$ cat config.mk
export PLATFORM = sky130hd
export DESIGN_NAME = mem_arbiter_flat
export DESIGN_NICKNAME = d
export VERILOG_FILES = /design/src/rtl/mem_arb_pkg.sv /design/src/rtl/mem_arb_if.sv /design/src/rtl/mem_arb_timer.sv /design/src/rtl/mem_arbiter.sv /design/src/flat_wrapper.sv
export SDC_FILE = /design/constraint.sdc
export NUM_CORES = 1
export LEC_CHECK = 0
export CORE_AREA = 5 5 119 121
export CTS_CLUSTER_DIAMETER = 150
export CTS_CLUSTER_SIZE = 40
export DETAILED_ROUTE_END_ITERATION = 8
export DIE_AREA = 0 0 124 126
export PLACE_DENSITY = 0.75
export RECOVER_POWER = 25
export SETUP_SLACK_MARGIN = 0.2
export SYNTH_ARGS = -nofsm -noshare
export SYNTH_HDL_FRONTEND = slang
export SYNTH_HIERARCHICAL = 1
export SYNTH_SLANG_ARGS = --single-unit
$ cat constraint.sdc
create_clock -name clk -period 2.7 [get_ports clk]
set_clock_uncertainty 0.15 [all_clocks]
set_input_delay 0.27 -clock clk [delete_from_list [all_inputs] [get_ports clk]]
set_output_delay 0.27 -clock clk [all_outputs]
set_load 0.005 [all_outputs]
$ cat src/rtl/mem_arb_pkg.sv
// rtl/mem_arb_pkg.sv - shared encodings for the I/D memory-port arbiter
package mem_arb_pkg;

    typedef enum logic [1:0] {
        IDLE  = 2'd0,
        GNT_I = 2'd1,
        GNT_D = 2'd2
    } arb_state_t;

    typedef enum logic {
        PORT_I = 1'b0,
        PORT_D = 1'b1
    } port_id_t;

    localparam logic [3:0] BE_WORD = 4'b1111;

endpackage

$ cat src/rtl/mem_arb_if.sv
// rtl/mem_arb_if.sv - fetch, load/store and memory-side signals of the arbiter
interface mem_arb_if #(
    parameter int AW = 32
);
    logic [AW-1:0] i_addr;
    logic          i_rreq;
    logic [31:0]   i_rdata;
    logic          i_rvalid;

    logic [AW-1:0] d_addr;
    logic          d_wreq;
    logic          d_rreq;
    logic [31:0]   d_wdata;
    logic [3:0]    d_byte_enable;
    logic [31:0]   d_rdata;
    logic          d_rvalid;
    logic          d_wvalid;

    logic [AW-1:0] m_addr;
    logic          m_wreq;
    logic          m_rreq;
    logic [31:0]   m_wdata;
    logic [3:0]    m_byte_enable;
    logic [31:0]   m_rdata;
    logic          m_rvalid;
    logic          m_wvalid;

    logic          timeout_err;

    // Arbiter view.
    modport slave (
        input  i_addr, i_rreq, d_addr, d_wreq, d_rreq, d_wdata, d_byte_enable,
        input  m_rdata, m_rvalid, m_wvalid,
        output i_rdata, i_rvalid, d_rdata, d_rvalid, d_wvalid,
        output m_addr, m_wreq, m_rreq, m_wdata, m_byte_enable, timeout_err
    );

    // Requester and memory view.
    modport master (
        output i_addr, i_rreq, d_addr, d_wreq, d_rreq, d_wdata, d_byte_enable,
        output m_rdata, m_rvalid, m_wvalid,
        input  i_rdata, i_rvalid, d_rdata, d_rvalid, d_wvalid,
        input  m_addr, m_wreq, m_rreq, m_wdata, m_byte_enable, timeout_err
    );
endinterface

$ cat src/rtl/mem_arb_timer.sv
// rtl/mem_arb_timer.sv - grant watchdog: load on grant, count while granted, expire at TIMEOUT
module mem_arb_timer #(
    parameter int TIMEOUT = 256
) (
    input  logic clk,
    input  logic rst,
    input  logic load,
    input  logic en,
    output logic expire
);
    localparam int W = (TIMEOUT > 0) ? $clog2(TIMEOUT + 1) : 1;

    generate
        if (TIMEOUT > 0) begin : g_timer
            logic [W-1:0] cnt;

            // Load with 1 so the first granted cycle is cycle 1.
            always_ff @(posedge clk or posedge rst) begin
                if (rst) begin
                    cnt <= '0;
                end else if (load) begin
                    cnt <= W'(1);
                end else if (en) begin
                    cnt <= cnt + W'(1);
                end
            end

            assign expire = en && (cnt == W'(TIMEOUT));
        end else begin : g_tieoff
            logic unused_inputs;
            assign unused_inputs = &{1'b0, clk, rst, load, en};
            assign expire        = 1'b0;
        end
    endgenerate
endmodule

$ cat src/rtl/mem_arbiter.sv
// rtl/mem_arbiter.sv - shares one memory port between fetch and load/store requesters
// Optional: MEM_ARB_RR_EN selects round-robin tie-break instead of fixed D priority.
module mem_arbiter
    import mem_arb_pkg::*;
#(
    parameter int TIMEOUT = 256,
    parameter int AW      = 32
) (
    input  logic      clk,
    input  logic      rst,
    mem_arb_if.slave  bus
);
    arb_state_t    state, state_nxt;
    logic          d_req, pick_d, pick_i, grant;
    logic          done, expire, finish;
    logic [AW-1:0] addr_q;
    logic [31:0]   wdata_q;
    logic [3:0]    be_q;
    logic          wreq_q, rreq_q, err_q;
    logic [31:0]   rdata_mux;

    assign d_req = bus.d_wreq | bus.d_rreq;

`ifdef MEM_ARB_RR_EN
    port_id_t last_grant;

    assign pick_d = d_req && (!bus.i_rreq || (last_grant == PORT_I));

    always_ff @(posedge clk or posedge rst) begin
        if (rst) begin
            last_grant <= PORT_I;
        end else if (grant) begin
            last_grant <= pick_d ? PORT_D : PORT_I;
        end
    end
`else
    assign pick_d = d_req;
`endif

    assign pick_i = bus.i_rreq && !pick_d;
    assign grant  = (state == IDLE) && (pick_i || pick_d);

    mem_arb_timer #(.TIMEOUT(TIMEOUT)) u_timer (
        .clk    (clk),
        .rst    (rst),
        .load   (grant),
        .en     (state != IDLE),
        .expire (expire)
    );

    // Only the response type matching the latched operation completes a grant.
    always_comb begin
        done = 1'b0;
        case (state)
            GNT_I:   done = bus.m_rvalid;
            GNT_D:   done = wreq_q ? bus.m_wvalid : bus.m_rvalid;
            default: done = 1'b0;
        endcase
    end

    assign finish = done | expire;

    always_ff @(posedge clk or posedge rst) begin
        if (rst) begin
            state <= IDLE;
        end else begin
            state <= state_nxt;
        end
    end

    always_comb begin
        state_nxt = state;
        case (state)
            IDLE: begin
                if (pick_d) begin
                    state_nxt = GNT_D;
                end else if (pick_i) begin
                    state_nxt = GNT_I;
                end
            end
            GNT_I, GNT_D: begin
                if (finish) begin
                    state_nxt = IDLE;
                end
            end
            default: state_nxt = IDLE;
        endcase
    end

    always_ff @(posedge clk or posedge rst) begin
        if (rst) begin
            addr_q  <= '0;
            wdata_q <= '0;
            be_q    <= '0;
            wreq_q  <= 1'b0;
            rreq_q  <= 1'b0;
            err_q   <= 1'b0;
        end else begin
            if (grant) begin
                if (pick_d) begin
                    // A simultaneous store and load is run as the store.
                    addr_q  <= bus.d_addr;
                    wdata_q <= bus.d_wdata;
                    be_q    <= bus.d_byte_enable;
                    wreq_q  <= bus.d_wreq;
                    rreq_q  <= !bus.d_wreq;
                end else begin
                    addr_q  <= bus.i_addr;
                    wdata_q <= '0;
                    be_q    <= BE_WORD;
                    wreq_q  <= 1'b0;
                    rreq_q  <= 1'b1;
                end
            end else if (finish) begin
                wreq_q <= 1'b0;
                rreq_q <= 1'b0;
            end
            if (expire) begin
                err_q <= 1'b1;
            end
        end
    end

    assign rdata_mux = expire ? 32'h0 : bus.m_rdata;

    assign bus.i_rdata       = rdata_mux;
    assign bus.d_rdata       = rdata_mux;
    assign bus.i_rvalid      = (state == GNT_I) && finish;
    assign bus.d_rvalid      = (state == GNT_D) && finish && !wreq_q;
    assign bus.d_wvalid      = (state == GNT_D) && finish && wreq_q;
    assign bus.m_addr        = addr_q;
    assign bus.m_wdata       = wdata_q;
    assign bus.m_byte_enable = be_q;
    assign bus.m_wreq        = wreq_q;
    assign bus.m_rreq        = rreq_q;
    assign bus.timeout_err   = err_q;
endmodule

$ cat src/flat_wrapper.sv
// flat-port wrapper written by rule: the top's interface ports become plain ports
module mem_arbiter_flat import mem_arb_pkg::*;
#(
    parameter int TIMEOUT = 256,
    parameter int AW      = 32
)
  (clk, rst, bus_i_addr, bus_i_rreq, bus_d_addr, bus_d_wreq, bus_d_rreq, bus_d_wdata, bus_d_byte_enable, bus_m_rdata, bus_m_rvalid, bus_m_wvalid, bus_i_rdata, bus_i_rvalid, bus_d_rdata, bus_d_rvalid, bus_d_wvalid, bus_m_addr, bus_m_wreq, bus_m_rreq, bus_m_wdata, bus_m_byte_enable, bus_timeout_err);
  mem_arb_if #(.AW(AW)) bus_i ();
  input  logic clk;
  input  logic rst;
  input wire logic [$bits(bus_i.i_addr)-1:0] bus_i_addr;
  input wire logic [$bits(bus_i.i_rreq)-1:0] bus_i_rreq;
  input wire logic [$bits(bus_i.d_addr)-1:0] bus_d_addr;
  input wire logic [$bits(bus_i.d_wreq)-1:0] bus_d_wreq;
  input wire logic [$bits(bus_i.d_rreq)-1:0] bus_d_rreq;
  input wire logic [$bits(bus_i.d_wdata)-1:0] bus_d_wdata;
  input wire logic [$bits(bus_i.d_byte_enable)-1:0] bus_d_byte_enable;
  input wire logic [$bits(bus_i.m_rdata)-1:0] bus_m_rdata;
  input wire logic [$bits(bus_i.m_rvalid)-1:0] bus_m_rvalid;
  input wire logic [$bits(bus_i.m_wvalid)-1:0] bus_m_wvalid;
  output wire logic [$bits(bus_i.i_rdata)-1:0] bus_i_rdata;
  output wire logic [$bits(bus_i.i_rvalid)-1:0] bus_i_rvalid;
  output wire logic [$bits(bus_i.d_rdata)-1:0] bus_d_rdata;
  output wire logic [$bits(bus_i.d_rvalid)-1:0] bus_d_rvalid;
  output wire logic [$bits(bus_i.d_wvalid)-1:0] bus_d_wvalid;
  output wire logic [$bits(bus_i.m_addr)-1:0] bus_m_addr;
  output wire logic [$bits(bus_i.m_wreq)-1:0] bus_m_wreq;
  output wire logic [$bits(bus_i.m_rreq)-1:0] bus_m_rreq;
  output wire logic [$bits(bus_i.m_wdata)-1:0] bus_m_wdata;
  output wire logic [$bits(bus_i.m_byte_enable)-1:0] bus_m_byte_enable;
  output wire logic [$bits(bus_i.timeout_err)-1:0] bus_timeout_err;
  assign bus_i.i_addr = bus_i_addr;
  assign bus_i.i_rreq = bus_i_rreq;
  assign bus_i.d_addr = bus_d_addr;
  assign bus_i.d_wreq = bus_d_wreq;
  assign bus_i.d_rreq = bus_d_rreq;
  assign bus_i.d_wdata = bus_d_wdata;
  assign bus_i.d_byte_enable = bus_d_byte_enable;
  assign bus_i.m_rdata = bus_m_rdata;
  assign bus_i.m_rvalid = bus_m_rvalid;
  assign bus_i.m_wvalid = bus_m_wvalid;
  assign bus_i_rdata = bus_i.i_rdata;
  assign bus_i_rvalid = bus_i.i_rvalid;
  assign bus_d_rdata = bus_i.d_rdata;
  assign bus_d_rvalid = bus_i.d_rvalid;
  assign bus_d_wvalid = bus_i.d_wvalid;
  assign bus_m_addr = bus_i.m_addr;
  assign bus_m_wreq = bus_i.m_wreq;
  assign bus_m_rreq = bus_i.m_rreq;
  assign bus_m_wdata = bus_i.m_wdata;
  assign bus_m_byte_enable = bus_i.m_byte_enable;
  assign bus_timeout_err = bus_i.timeout_err;
  mem_arbiter #(.TIMEOUT(TIMEOUT), .AW(AW)) u_core (.clk(clk), .rst(rst), .bus(bus_i));
endmodule
==> out/qor.yml, run 1 <==
clock_tree:
  h-tree-depth: 3
  tritoncts: "built"
  cts_buffers: 9
  clk_pin_slew_ns: 0.06
  root_buffer: "clkbuf_16"
  cts_buffer_depth: 2
  cts_sinks: 82
  clock_latency_ns: 0.33
finish:
  antennaDiodeCount: 0
  nets: 791
  utilization: 0.5812
  final_common_cell: "clkdlybuf4s50_1"
  syn_to_final_growth_pct: 87.53
  layout-drive-gt1-share: 0.2653
  most-common-layout-cells: "clkdlybuf4s50_1 (208), dfrtp_1 (82), buf_2 (46)"
  final_cells: 828
setup_path:
  r2r_cells: 13
  r2r-start: "u_core/state[1]$_DFFE_PP0P_"
  r2r_end: "u_core/state[1]$_DFFE_PP0P_"
  cp_cell_sequence: "inv_2 > ha_4 > inv_1 > nand3_2 > nor4_4 > buf_4 > buf_12 > buf_16 > buf_4 > buf_6 > nand2b_4 > a221o_1 > a221o_1"
  cpPeakStageDelay_ns: 0.39
  crit_family: "buffers and inverters"
  cpMaxStageDelayCell: "dfrtp_1"
  r2r_setup_slack_ns: 0.11
  crit_type: "flop to flop"
  critPathLaunchType: "flop"
  critPathMaxFanout: 8
  crit_path_end_kind: "flop"
  cp_data_arrival_time_ns: 2.65
  required_ns: 2.76
  path_buf_inv: 7
routing:
  vias: 3933
  dr.pass1.iters: 4
  postRouteAntennaNets: 0
  post_drt_via_cell_ratio: 4.750
  drcViolationCount: 0
  drt_iter0_drc: 156
  wirelength_um: 15190
  route.detailed.wl_per_inst_um: 18.35
die:
  initial_core_util: 0.3099
  ios: 277
  rows: 42
  die_w_um: 124
  die-area_um2: 15620
  die_h_um: 126
  core-area_um2: 12980
sta:
  max_freq_mhz: 386.2
  rsz0062_at_grt: "yes"
  period_share: 0.9590
  holdWs_ns: 0.2227
  hold_viol_final: 0
  tns_ns: 0
  worst_slew_pin_slew_ns: 0.8489
  period_minus_slack_ns: 2.589
  relSlewSlack: 0.4341
  setup_slack_ns: 0.1106
  slew_viol_final: 0
  finalSetupViolations: 0
global_route:
  antenna_found_initial: 0
  grt_max_degree: 100
  grt_pass1_vias: 4181
  grt_pass1_wl_um: 22390
  track_usage: 0.1842
  grt_overflow: 0
job:
  cap_violations: 0
placement:
  dp_slack_ns: 0.04514
  io_buffers: 276
  dp_cells: 787
  gp_congestion: 0.7773
  dp.final_hpwl_um: 11000
pwr:
  share_comb_of_total_power: 0.481
  p_clk_frac: 0.186
  p_switching_mw: 2.147
  leakage_nw: 3.347
  powerDensity_nw_per_um2: 839.9
  swShare: 0.3389
  p_int_mw: 4.189
  pwr-share-seq: 0.333
  ir_drop_v: 0.0004062
yosys:
  synthCells: 376
  synth.yosys.seq_area_share: 0.5101
  synth_nets: 520
  synth_cell_types: 40
  yosys_warnings: 6
  postSynthAreaPerCell_um2: 10.70
  ys_seq_elements: 82
  synth_area_um2: 4023
hold_path:
  holdCritPathClass: "input pin to async pin"
status:
  status: "completed"
-- flip-flops by register name, summed over array words and instances, names as in the netlist --
register,count
u_core/bus.m_wreq,1
u_core/bus.timeout_err,1
u_core/u_timer/g_timer.cnt,9
u_core/bus.m_wdata,32
u_core/bus.m_addr,32
u_core/bus.m_rreq,1
u_core/bus.m_byte_enable,4
u_core/state,2
-- metal layers --
| metal | part of all wire | GRT usage | vias up |
|---|---|---|---|
| met5 | 0 | 0 | - |
| met1 | 0.34 | 0.1881 | 1863 |
| li1 | - | - | 1824 |
| met4 | 0.021 | 0.06379 | 0 |
| met2 | 0.53 | 0.3471 | 219 |
| met3 | 0.10 | 0.05740 | 27 |
-- synth_stat cells (all sizes together) --
cell type   n  share of area
dfrtp      82           0.51
buf        44          0.076
nand2      41          0.038
o21ai      37          0.046
mux2i      33          0.082
a22o       32          0.070
nor2b      32          0.050
clkbuf      9         0.0084
inv         9         0.0084
nor2        7         0.0084
a21oi       6         0.0075
ha          5          0.016
o22a        4         0.0087
nand3       3         0.0050
o31ai       3         0.0090
a211oi      2         0.0037
a221o       2         0.0050
and2        2         0.0031
nand2b      2         0.0031
nand4       2         0.0031
or3         2         0.0031
or4         2         0.0037
xnor2       2         0.0044
xor2        2         0.0044
a21bo       1         0.0025
a221oi      1         0.0022
a31oi       1         0.0016
mux2        1         0.0037
nor3        1         0.0012
nor3b       1         0.0019
nor4        1         0.0016
nor4b       1         0.0022
o2111ai     1         0.0037
o22ai       1         0.0016
or2         1         0.0016
-- kinds of logic after synthesis --
| logic type | count (synthesis) | share of synthesized area |
|---|---|---|
| AOI/OAI and AO/OA | 91 | 0.1611 |
| and+or+nand+nor | 98 | 0.1260 |
| xor gates and xnor gates | 4 | 0.008711 |
| adders and majority gates | 5 | 0.01555 |
| DFF | 82 | 0.5101 |
| muxes | 34 | 0.08585 |
| buffers and inverters | 62 | 0.09269 |
-- per-stage QoR --
step	cell area (um^2)	power, mW
CTS	7350	6.259
detailed placement	6799	4.986
finish	7543	6.336
floorplan	4029	3.299
global route	7543	6.759
global placement	6799	4.921
-- worst register-to-register path: cells and delay by family (launching register included) --
family | cells | cell delay, ns
buffers and inverters | 7 | 0.85
AOI/OAI and AO/OA | 2 | 0.64
DFF | 1 | 0.39
and+or+nand+nor | 3 | 0.28
adders and majority gates | 1 | 0.14
-- what timing repair did --
item / 4_1_cts / 5_1_grt
setup buffers: 16 / 6
cloned: 3 / 0
pin swaps: 4 / 5
resized for setup: 351 / 30
hold buffers: 0 / 0
setup endpoints to repair: 67 / 69
-- worst max path at each step --
| stage | start | to | slack, ns | cells past startpoint |
|---|---|---|---|---|
| after detailed placement | u_core/u_timer/g_timer.cnt[1]$_DFFE_PP0P_ | bus_i_rvalid | 0.05 | 9 |
| after floorplan | u_core/state[0]$_DFFE_PP0P_ | bus_i_rdata[10] | 0.29 | 9 |
| after global routing | u_core/u_timer/g_timer.cnt[0]$_DFFE_PP0P_ | bus_d_rdata[26] | -0.02 | 11 |
| final | u_core/state[1]$_DFFE_PP0P_ | u_core/state[1]$_DFFE_PP0P_ | 0.11 | 13 |
| after CTS | u_core/u_timer/g_timer.cnt[1]$_DFFE_PP0P_ | bus_d_rdata[14] | 0.01 | 11 |
| after global placement | u_core/u_timer/g_timer.cnt[0]$_DFFE_PP0P_ | bus_i_rvalid | 0.12 | 9 |
-- power groups by stage --
stage          combinational (mW)  clock, mW  sequential [mW]
2_1_floorplan                1.17          0             2.13
3_3_place_gp                 2.82          0             2.10
3_5_place_dp                 2.86          0             2.12
4_1_cts                      2.92       1.22             2.11
5_1_grt                      3.30       1.27             2.18
6_report                     3.05       1.18             2.11
-- final cells by class --
class,instances,area [um^2]
fill,1084,5436
inverter,9,33.78
tap,176,220.2
multi-input combinational,232,1952
timing repair buffer,313,2994
sequential,82,2052
clock inverter,7,66.31
clock buffer,9,225.2
No activity file was read; power rests on OpenSTA's default activity.
==> run 2, diff against run 1 <==
--- a/config.mk
+++ b/config.mk
@@ -5,12 +5,14 @@
 export SDC_FILE = /design/constraint.sdc
 export NUM_CORES = 1
 export LEC_CHECK = 0
-export CORE_AREA = 5 5 119 121
+export ABC_AREA = 1
+export ABC_CLOCK_PERIOD_IN_PS = 2800
+export CORE_AREA = 5 5 113 115
 export CTS_CLUSTER_DIAMETER = 150
 export CTS_CLUSTER_SIZE = 40
 export DETAILED_ROUTE_END_ITERATION = 8
-export DIE_AREA = 0 0 124 126
-export PLACE_DENSITY = 0.75
+export DIE_AREA = 0 0 118 120
+export PLACE_DENSITY = 0.8
 export RECOVER_POWER = 25
 export SETUP_SLACK_MARGIN = 0.2
 export SYNTH_ARGS = -nofsm -noshare
==> constraint.sdc (replaced) <==
create_clock -name clk -period 2.8 [get_ports clk]
set_clock_uncertainty 0.15 [all_clocks]
set_input_delay 0.28 -clock clk [delete_from_list [all_inputs] [get_ports clk]]
set_output_delay 0.28 -clock clk [all_outputs]
set_load 0.005 [all_outputs]
==> run 2 against run 1 <==
Net effect:
- first-iteration DRC count is 29% higher
- core utilization is 2.5 points higher
- total power is 3.9% lower
- die area is 9.4% lower
- worst hold slack better by 0.023 ns
- clock-buffer cell count is 1 higher
- setup slack better by 0.091 ns
- combinational power is 5% lower
- critical path type is now flop to output pin
- highest routed layer unchanged
==> out/qor.yml, run 2 <==
placement:
  gp_congestion: 0.8404
  dp.final_hpwl_um: 11870
  io_buffers: 276
routing:
  post_drt_via_cell_ratio: 4.786
  wl_met3_um: 1173
  wl_met2_um: 8308
  wirelength_um: 15130
  drcViolationCount: 0
  dr.pass1.iters: 6
  wl_met1_um: 5362
  vias: 4178
  routed.top_layer: "met4"
  route.detailed.wl_per_inst_um: 17.34
  drt_iter0_drc: 201
  postRouteAntennaNets: 0
yosys:
  synth.yosys.seq_area_share: 0.5043
  ys_seq_elements: 82
  synth_edf_count: 0
  synthFlopType: "dfrtp_1"
  yosys-top-cells-area: "dfrtp_1 (50%), nand2_1 (8.7%), nor2_1 (7.5%)"
  yosys.area.top_type: "dfrtp_1"
  synthCells: 477
  synth_nets: 621
  synth_most_common_cell: "nand2_1"
  postSynthAreaPerCell_um2: 8.530
  yosys_warnings: 6
  synth_cell_types: 27
  synthTopCellsByCount: "nand2_1 (94), dfrtp_1 (82), nor2_1 (81)"
  ys_async_sr_fraction: 1.000
  synth_area_um2: 4069
  yosysTopAreaCellShare: 0.5043
finish:
  nets: 865
  antennaDiodeCount: 0
  final_common_cell: "clkdlybuf4s50_1"
  most-common-layout-cells: "clkdlybuf4s50_1 (272), nand2_1 (93), dfrtp_1 (82)"
  layout-drive-gt1-share: 0.06474
  syn_to_final_growth_pct: 74.54
pwr:
  p_switching_mw: 2.094
  leakage_nw: 3.188
  ir_drop_v: 0.0004381
  p_clk_frac: 0.186
  swShare: 0.3439
  powerDensity_nw_per_um2: 857.6
  pwr-share-seq: 0.337
  p_int_mw: 3.996
  share_comb_of_total_power: 0.477
  total_power_mw: 6.090
die:
  initial_core_util: 0.3474
  core-area_um2: 11710
  die_h_um: 120
  ios: 277
  die_w_um: 118
  die-area_um2: 14160
  rows: 40
sta:
  holdWs_ns: 0.2453
  slew_viol_final: 0
  period_share: 0.9281
  rsz0062_at_grt: "yes"
  worst_slew_pin_slew_ns: 1.412
  period_minus_slack_ns: 2.599
  relSlewSlack: 0.05787
  hold_viol_final: 0
  tns_ns: 0
  finalSetupViolations: 0
  max_freq_mhz: 384.8
global_route:
  grt_max_degree: 69
  grt_pass1_wl_um: 23840
  track_usage: 0.2085
  grt_pass1_vias: 4550
  antenna_found_initial: 0
  grt_overflow: 0
clock_tree:
  root_buffer: "clkbuf_16"
  cts_sinks: 82
  cts_buffer_depth: 2
  h-tree-depth: 3
  tritoncts: "built"
  clock_latency_ns: 0.33
  cts_buffers: 9
  clk_pin_slew_ns: 0.06
hold_path:
  holdCritPathClass: "input pin to async pin"
status:
  status: "completed"
setup_path:
  crit_path_end_kind: "output pin"
  path_buf_inv: 4
  critPathLaunchType: "flop"
  r2r_cells: 7
  critPathMaxFanout: 33
  crit_cells: 8
  cp_cell_sequence: "inv_1 > ha_2 > inv_2 > nand3_2 > nor4_4 > buf_12 > nor2_1 > clkdlybuf4s50_1"
  crit_type: "flop to output pin"
  crit_family: "buffers and inverters"
  cpMaxStageDelayCell: "clkdlybuf4s50_1"
  cpPeakStageDelay_ns: 0.48
  required_ns: 2.37
  cp_data_arrival_time_ns: 2.17
job:
  cap_violations: 0
## run 2: cell count changes after synthesis, moves of 3 or more
cell	delta
nor2_1	+75
nand2_1	+53
inv_1	+46
mux2i_1	-33
o21ai_0	-33
nor2b_1	-32
a31oi_1	+31
nand3_1	+7
clkbuf_1	+3
nand4_1	+3
## run 2: layout make-up
type,instances,area [um^2]
Clock buffer,10,239.0
Tap cell,147,183.9
Clock inverter,6,48.80
Sequential cell,82,2052
Timing Repair Buffer,289,2879
Inverter,56,210.2
Multi-Input combinational cell,283,1489
Fill cell,1005,4609
## run 2: final timing paths
kind	slack, ns	endpoint	start
worst max-delay path	0.20	bus_d_rdata[23]	u_core/state[0]$_DFFE_PP0P_
worst min-delay path	0.25	u_core/u_timer/g_timer.cnt[1]$_DFFE_PP0P_	rst
worst max register to register	0.73	u_core/bus.m_wdata[21]$_DFFE_PP0P_	u_core/state[0]$_DFFE_PP0P_
worst min register to register	0.33	u_core/bus.timeout_err$_DFFE_PP0P_	u_core/bus.timeout_err$_DFFE_PP0P_
max in group asynchronous	0.52	u_core/bus.m_wdata[16]$_DFFE_PP0P_	rst
min in group clk	0.33	u_core/bus.timeout_err$_DFFE_PP0P_	u_core/bus.timeout_err$_DFFE_PP0P_
## run 2: cell families after synthesis
logic type,count (synthesis),share of synthesized area
buffers and inverters,112,0.1365
AO/OA/AOI/OAI,80,0.1454
AND/OR/NAND/NOR,198,0.1983
adder cells (fa/ha/maj),5,0.01538
flip-flops,82,0.5043
## run 2: per-layer routing
layer  vias to the layer above  global-route usage
li1                       1994                   -
met1                      1988              0.2200
met2                       174              0.3886
met3                        22             0.06786
met4                         0             0.07025
met5                         -                   0
## run 2: worst reg2reg max path, cell delays in order, from the launching register on
cell,delay (ns)
dfrtp_1,0.38
inv_1,0.09
ha_2,0.21
inv_2,0.05
buf_4,0.16
nor2_2,0.37
buf_4,0.38
a22o_1,0.21
## run 2: metrics by stage
stage | utilization | instances | area (um^2) | setup slack [ns]
2_1_floorplan | - | 477 | 4069 | 0.5105
3_3_place_gp | 0.5769 | 851 | 6756 | 0.3141
3_5_place_dp | 0.5769 | 851 | 6756 | 0.2309
4_1_cts | 0.6058 | 871 | 7094 | 0.1042
5_1_grt | 0.6064 | 873 | 7102 | 0.07928
6_report | 0.6064 | 873 | 7102 | 0.2012
## run 2: power by group through the flow
stage                     sequential, mW  combinational (mW)  clock [mW]
after floorplan                     2.06                1.21           0
after global placement              2.03                2.80           0
after detailed placement            2.06                2.87           0
after CTS                           2.06                2.91        1.17
after global routing                2.12                3.16        1.22
final                               2.05                2.90        1.14
## run 2: repair_timing
item,CTS,global route
pin swaps,1,0
setup endpoints to repair,67,66
hold buffers,0,0
buffers inserted,4,2
cloned,0,0
resized for setup,10,6
==> RTL change 1: new RTL, flow settings as in run 1 <==
Build with the macro `MEM_ARB_RR_EN` defined.
--- a/src/rtl/mem_arbiter.sv
+++ b/src/rtl/mem_arbiter.sv
@@ -2,2 +2,4 @@
 // Optional: MEM_ARB_RR_EN selects round-robin tie-break instead of fixed D priority.
+`define MEM_ARB_RR_EN
+
 module mem_arbiter
Check against the original RTL: not equivalent (Yosys sat finds a counterexample within 4 cycles, from zero or initial values and one cycle with rst high).
==> RTL change 1 against run 1 <==
- worst setup slack about the same
- total power down 2.4%
- the run now ends with max-capacitance violations, max-slew violations left
- sequential cell count up 1
- final area down 6.5%
- via count down 2.6%
- routed wire length down 5.3%
- final cell count down 1.7%
- synthesized area up 1.4%
- utilization down 3.7 points
==> RTL change 1: results (changes against run 1) <==
- Via count: 3,830 (was 3,933)
- Adder-cell area share of the yosys netlist: 1.53% (was 1.56%)
- Comb_multi_in: 230 (was 232)
- Met3 WL: 1.52 mm (was 1.57 mm)
- Iteration-0 DRC Markers: 143 (was 156)
- Xor/xnor share of the synthesized area: 0.859% (was 0.871%)
- VDD IR max: 0.562 mV (was 0.406 mV)
- Metal1 wirelength: 5.12 mm (was 5.21 mm)
- DP HPWL: 10.9 mm (was 11.0 mm)
- Crit Path Max Fanout: 3 (was 8)
- Bufs w/o clock: 298 (was 313)
- Clk tree area frac: 4.72% (was 3.86%)
- Synth unique cells: 39 (was 40)
- Main synth FF type: dfrtp_1 (unchanged)
- Switching Fraction: 32.2% (was 33.9%)
- Synth area leaders: dfrtp_1, mux2i_1, a22o_1 (unchanged)
- Sequential fraction of the synthesis area: 50.9% (was 51.0%)
- Seq group: 2.05 mW (was 2.11 mW)
- Non-clk buf share: 38.9% (was 39.7%)
- Post-CTS Resized: 210 (was 351)
- Inverter count: 10 (was 9)
- Mux contribution to synthesized area: 8.10% (was 8.58%)
- Finished Layout Cells: 814 (was 828)
- Vias in the first global route: 4,159 (was 4,181)
- Syn Inst Count: 379 (was 376)
- Layout cells sized above 1: 19.3% (was 26.5%)
- Combinational fraction of design power: 45.0% (was 48.1%)
- Leakage Power: 3.17 nW (was 3.35 nW)
- Initial antenna violation count: 1 (was 0)
- Slew Limit Fails: 75 (was 0)
- DR WL/cell: 17.7 um (was 18.3 um)
- FF-to-FF Start: u_core/u_timer/g_timer.cnt[1] (was u_core/state[1])
- Post-layout nets: 776 (was 791)
- Max-cap viol count: 1 (was 0)
- Worst slew pin tran: 1.64 ns (was 0.849 ns)
- Met2 global-route usage: 32.5% (was 34.7%)
- Status: finished, violations left (was complete, no violations)
- R2R setup slack: 0.22 ns (was 0.11 ns)
- ANT cells: 1 (was 0)
- Overall Power: 6.19 mW (was 6.34 mW)
- Yosys reg bits: 83 (was 82)
- M3 GR Usage: 5.96% (was 5.74%)
- Largest net degree at the start of global routing: 101 (was 100)
- First-pass GRT wire length: 21.7 mm (was 22.4 mm)
- Violated checks: max-capacitance violations, max-slew violations
- CP top delay family: simple AND/OR/NAND/NOR gates (was buffers and inverters)
- Synth Net Count: 523 (was 520)
- Post-CTS Setup Bufs: 7 (was 16)
==> RTL change 1: cell types whose count changed in the layout (fill, tap and decap cells not counted), sizes merged, moves of 3 or more <==
cell | before | now
buf | 101 | 60
clkbuf | 12 | 34
clkdlybuf4s15 | 0 | 3
nor2b | 32 | 36
==> RTL change 1: worst max path at each step <==
stage          cells after the start                     startpoint                    to  slack [ns]
6_report                          12  u_core/u_timer/g_timer.cnt[1]          bus_d_rvalid        0.11
2_1_floorplan                      1                            rst  u_core/bus.m_addr[0]        0.40
3_3_place_gp                       9  u_core/u_timer/g_timer.cnt[0]          bus_d_rvalid        0.22
3_5_place_dp                       9  u_core/u_timer/g_timer.cnt[0]          bus_i_rvalid        0.12
5_1_grt                           12  u_core/u_timer/g_timer.cnt[1]          bus_d_rvalid       -0.02
4_1_cts                           12  u_core/u_timer/g_timer.cnt[1]          bus_i_rvalid        0.01
==> RTL change 1: metrics by stage <==
| step | instance area, um^2 | hold WS (ns) | util (%) | setup slack (ns) |
|---|---|---|---|---|
| final | 7060 | 0.245 | 54.4 | 0.110 |
| after CTS | 7150 | 0.136 | 55.1 | 0.00954 |
| after floorplan | 4090 | -0.0521 | - | 0.398 |
| after global placement | 6800 | 0.306 | 52.4 | 0.219 |
| after detailed placement | 6800 | 0.302 | 52.4 | 0.125 |
| after global routing | 7060 | 0.277 | 54.4 | -0.0171 |
==> RTL change 1: worst reg2reg max path, stage by stage (launching register included) <==
cell	delay, ns
dfrtp_1	0.39
inv_1	0.06
ha_2	0.17
nor4b_4	0.20
nand3_2	0.12
nor4_4	0.15
buf_6	0.15
buf_4	0.13
buf_4	0.11
buf_8	0.11
buf_4	0.11
nor2_1	0.05
a32o_2	0.27
a22o_1	0.21
==> RTL change 2: new RTL, settings of run 1 <==
Without the edit above. Encoding of `arb_state_t`: now one-hot (3 bits for 3 states).
--- a/src/rtl/mem_arb_pkg.sv
+++ b/src/rtl/mem_arb_pkg.sv
@@ -3,6 +3,6 @@
 
-    typedef enum logic [1:0] {
-        IDLE  = 2'd0,
-        GNT_I = 2'd1,
-        GNT_D = 2'd2
+    typedef enum logic [2:0] {
+        IDLE  = 3'b001,
+        GNT_I = 3'b010,
+        GNT_D = 3'b100
     } arb_state_t;
Formal check against the unedited RTL: same outputs for any inputs over 10 cycles, from zero or initial values and one cycle with rst high; not proved beyond that.
==> RTL change 2 against run 1 <==
- worst setup slack better by 0.062 ns
- final area down 3.6%
- maximum frequency up 2.4%
- synthesized area up 3.6%
- routed wire length down 7.0%
- sequential cell count up 1
- total power down 0.30%
- synthesized cell count down 2.9%
==> RTL change 2: results (changes against run 1) <==
- Status: complete, no violations (unchanged)
- Layout cells sized above 1: 27.5% (was 26.5%)
- WL final: 14.1 mm (was 15.2 mm)
- First-pass GRT wire length: 21.5 mm (was 22.4 mm)
- Synth area leaders: dfrtp_1, buf_4, a22o_1 (was dfrtp_1, mux2i_1, a22o_1)
- Data arrival, critical path: 2.11 ns (was 2.65 ns)
- Sequential fraction of the synthesis area: 49.8% (was 51.0%)
- Synthesized area per cell: 11.4 um^2 (was 10.7 um^2)
- Overall global routing resource usage: 17.4% (was 18.4%)
- Vias in the first global route: 4,156 (was 4,181)
- Pre-antenna DRT Iters: 5 (was 4)
- Vias per cell: 4.71 (was 4.75)
- DR WL/cell: 17.6 um (was 18.3 um)
- Ys Warns: 6 (unchanged)
- Leakage Power: 3.27 nW (was 3.35 nW)
- DP Worst Slack: 0.143 ns (was 0.0451 ns)
- Synth unique cells: 42 (was 40)
- Placed cell count: 775 (was 787)
- Initial antenna violation count: 1 (was 0)
- NetSw: 1.95 mW (was 2.15 mW)
- Post-layout nets: 766 (was 791)
- R2R cell count: 10 (was 13)
- Largest net degree at the start of global routing: 58 (was 100)
- VDD IR max: 0.485 mV (was 0.406 mV)
- GPL Wtd Cong: 0.784 (was 0.777)
- Iteration-0 DRC Markers: 115 (was 156)
- Synth top cells by count: dfrtp_1, o21ai_0, buf_4, nor2b_1, a22o_1 (was dfrtp_1, nand2_1, o21ai_0, buf_4, mux2i_1)
- Crit Path Max Fanout: 4 (was 8)
- Slew HR: 33.8% (was 43.4%)
- DP HPWL: 10.8 mm (was 11.0 mm)
[RTL change 2: cell count changes after synthesis, moves of 3 or more]
| cell | before | now |
|---|---|---|
| mux2i_1 | 33 | 24 |
| buf_4 | 34 | 39 |
| nor2_1 | 6 | 9 |
| mux2_4 | 1 | 8 |
| ha_1 | 5 | 2 |
| mux2_2 | 0 | 11 |
| buf_2 | 10 | 0 |
| o21ai_0 | 37 | 50 |
| inv_1 | 8 | 5 |
| buf_6 | 0 | 7 |
| nand2_1 | 41 | 4 |
[RTL change 2: layout make-up]
class	instances	area, um^2
inverters	7	27.5
clock inverters	5	78.8
multi-input cells	219	1850
well taps	176	220
flip-flops and latches	83	2080
repair buffers	305	2780
fillers	1138	5710
clock buffers	10	229
[RTL change 2: path summary, 6_finish.rpt]
path,start,to,slack [ns]
max,u_core/u_timer/g_timer.cnt[1],bus_d_wvalid,0.17
min,rst,u_core/u_timer/g_timer.cnt[7],0.24
max reg2reg,u_core/state[0],u_core/bus.m_wreq,0.35
min reg2reg,u_core/bus.timeout_err,u_core/bus.timeout_err,0.33
max in group asynchronous,rst,u_core/bus.m_wdata[10],1.17
min in group clk,u_core/bus.timeout_err,u_core/bus.timeout_err,0.33
[RTL change 2: kinds of logic after synthesis]
group	Yosys count	share of synthesized area, %
flops	83	49.9
simple gates	69	10.2
mux	43	11.6
compound gates	100	16.2
fa+ha+maj	2	0.600
buf+inv	63	10.4
xor+xnor	5	1.05
[RTL change 2: power by group through the flow]
stage,logic (mW),registers [mW],clock network (mW)
3_3_place_gp,2.85,2.15,0
3_5_place_dp,2.92,2.16,0
6_report,2.88,2.15,1.28
2_1_floorplan,1.32,2.17,0
4_1_cts,2.92,2.16,1.31
5_1_grt,3.16,2.24,1.36
[RTL change 2: through the flow]
stage          power [mW]  hold WS [ns]  cell area [um^2]
6_report             6.32         0.242              7270
5_1_grt              6.77         0.294              7270
4_1_cts              6.39         0.120              7240
3_5_place_dp         5.08         0.310              6860
3_3_place_gp         5.00         0.303              6860
2_1_floorplan        3.49       -0.0521              4170
[RTL change 2: critical path, delay by kind of cell, from the launching register on]
family / cells / cell delay [ns]
buf+inv: 5 / 0.57
simple gates: 4 / 0.61
compound gates: 1 / 0.06
flops: 1 / 0.38
fa+ha+maj: 1 / 0.16
[RTL change 2: per-layer routing]
layer,GRT usage (%),vias to the layer above,wire (um)
li1,-,1784,-
met1,19.6,1825,5180
met2,31.3,160,7440
met3,5.92,19,1310
met4,4.06,2,188
met5,0,-,13
[RTL change 2: repair_timing]
item                                    CTS  global route
endpoints found under the setup margin   67            67
cloned                                    2             0
setup buffers                            11             2
pin swaps                                 5             5
hold buffers                              0             0
resized for setup                       287            35
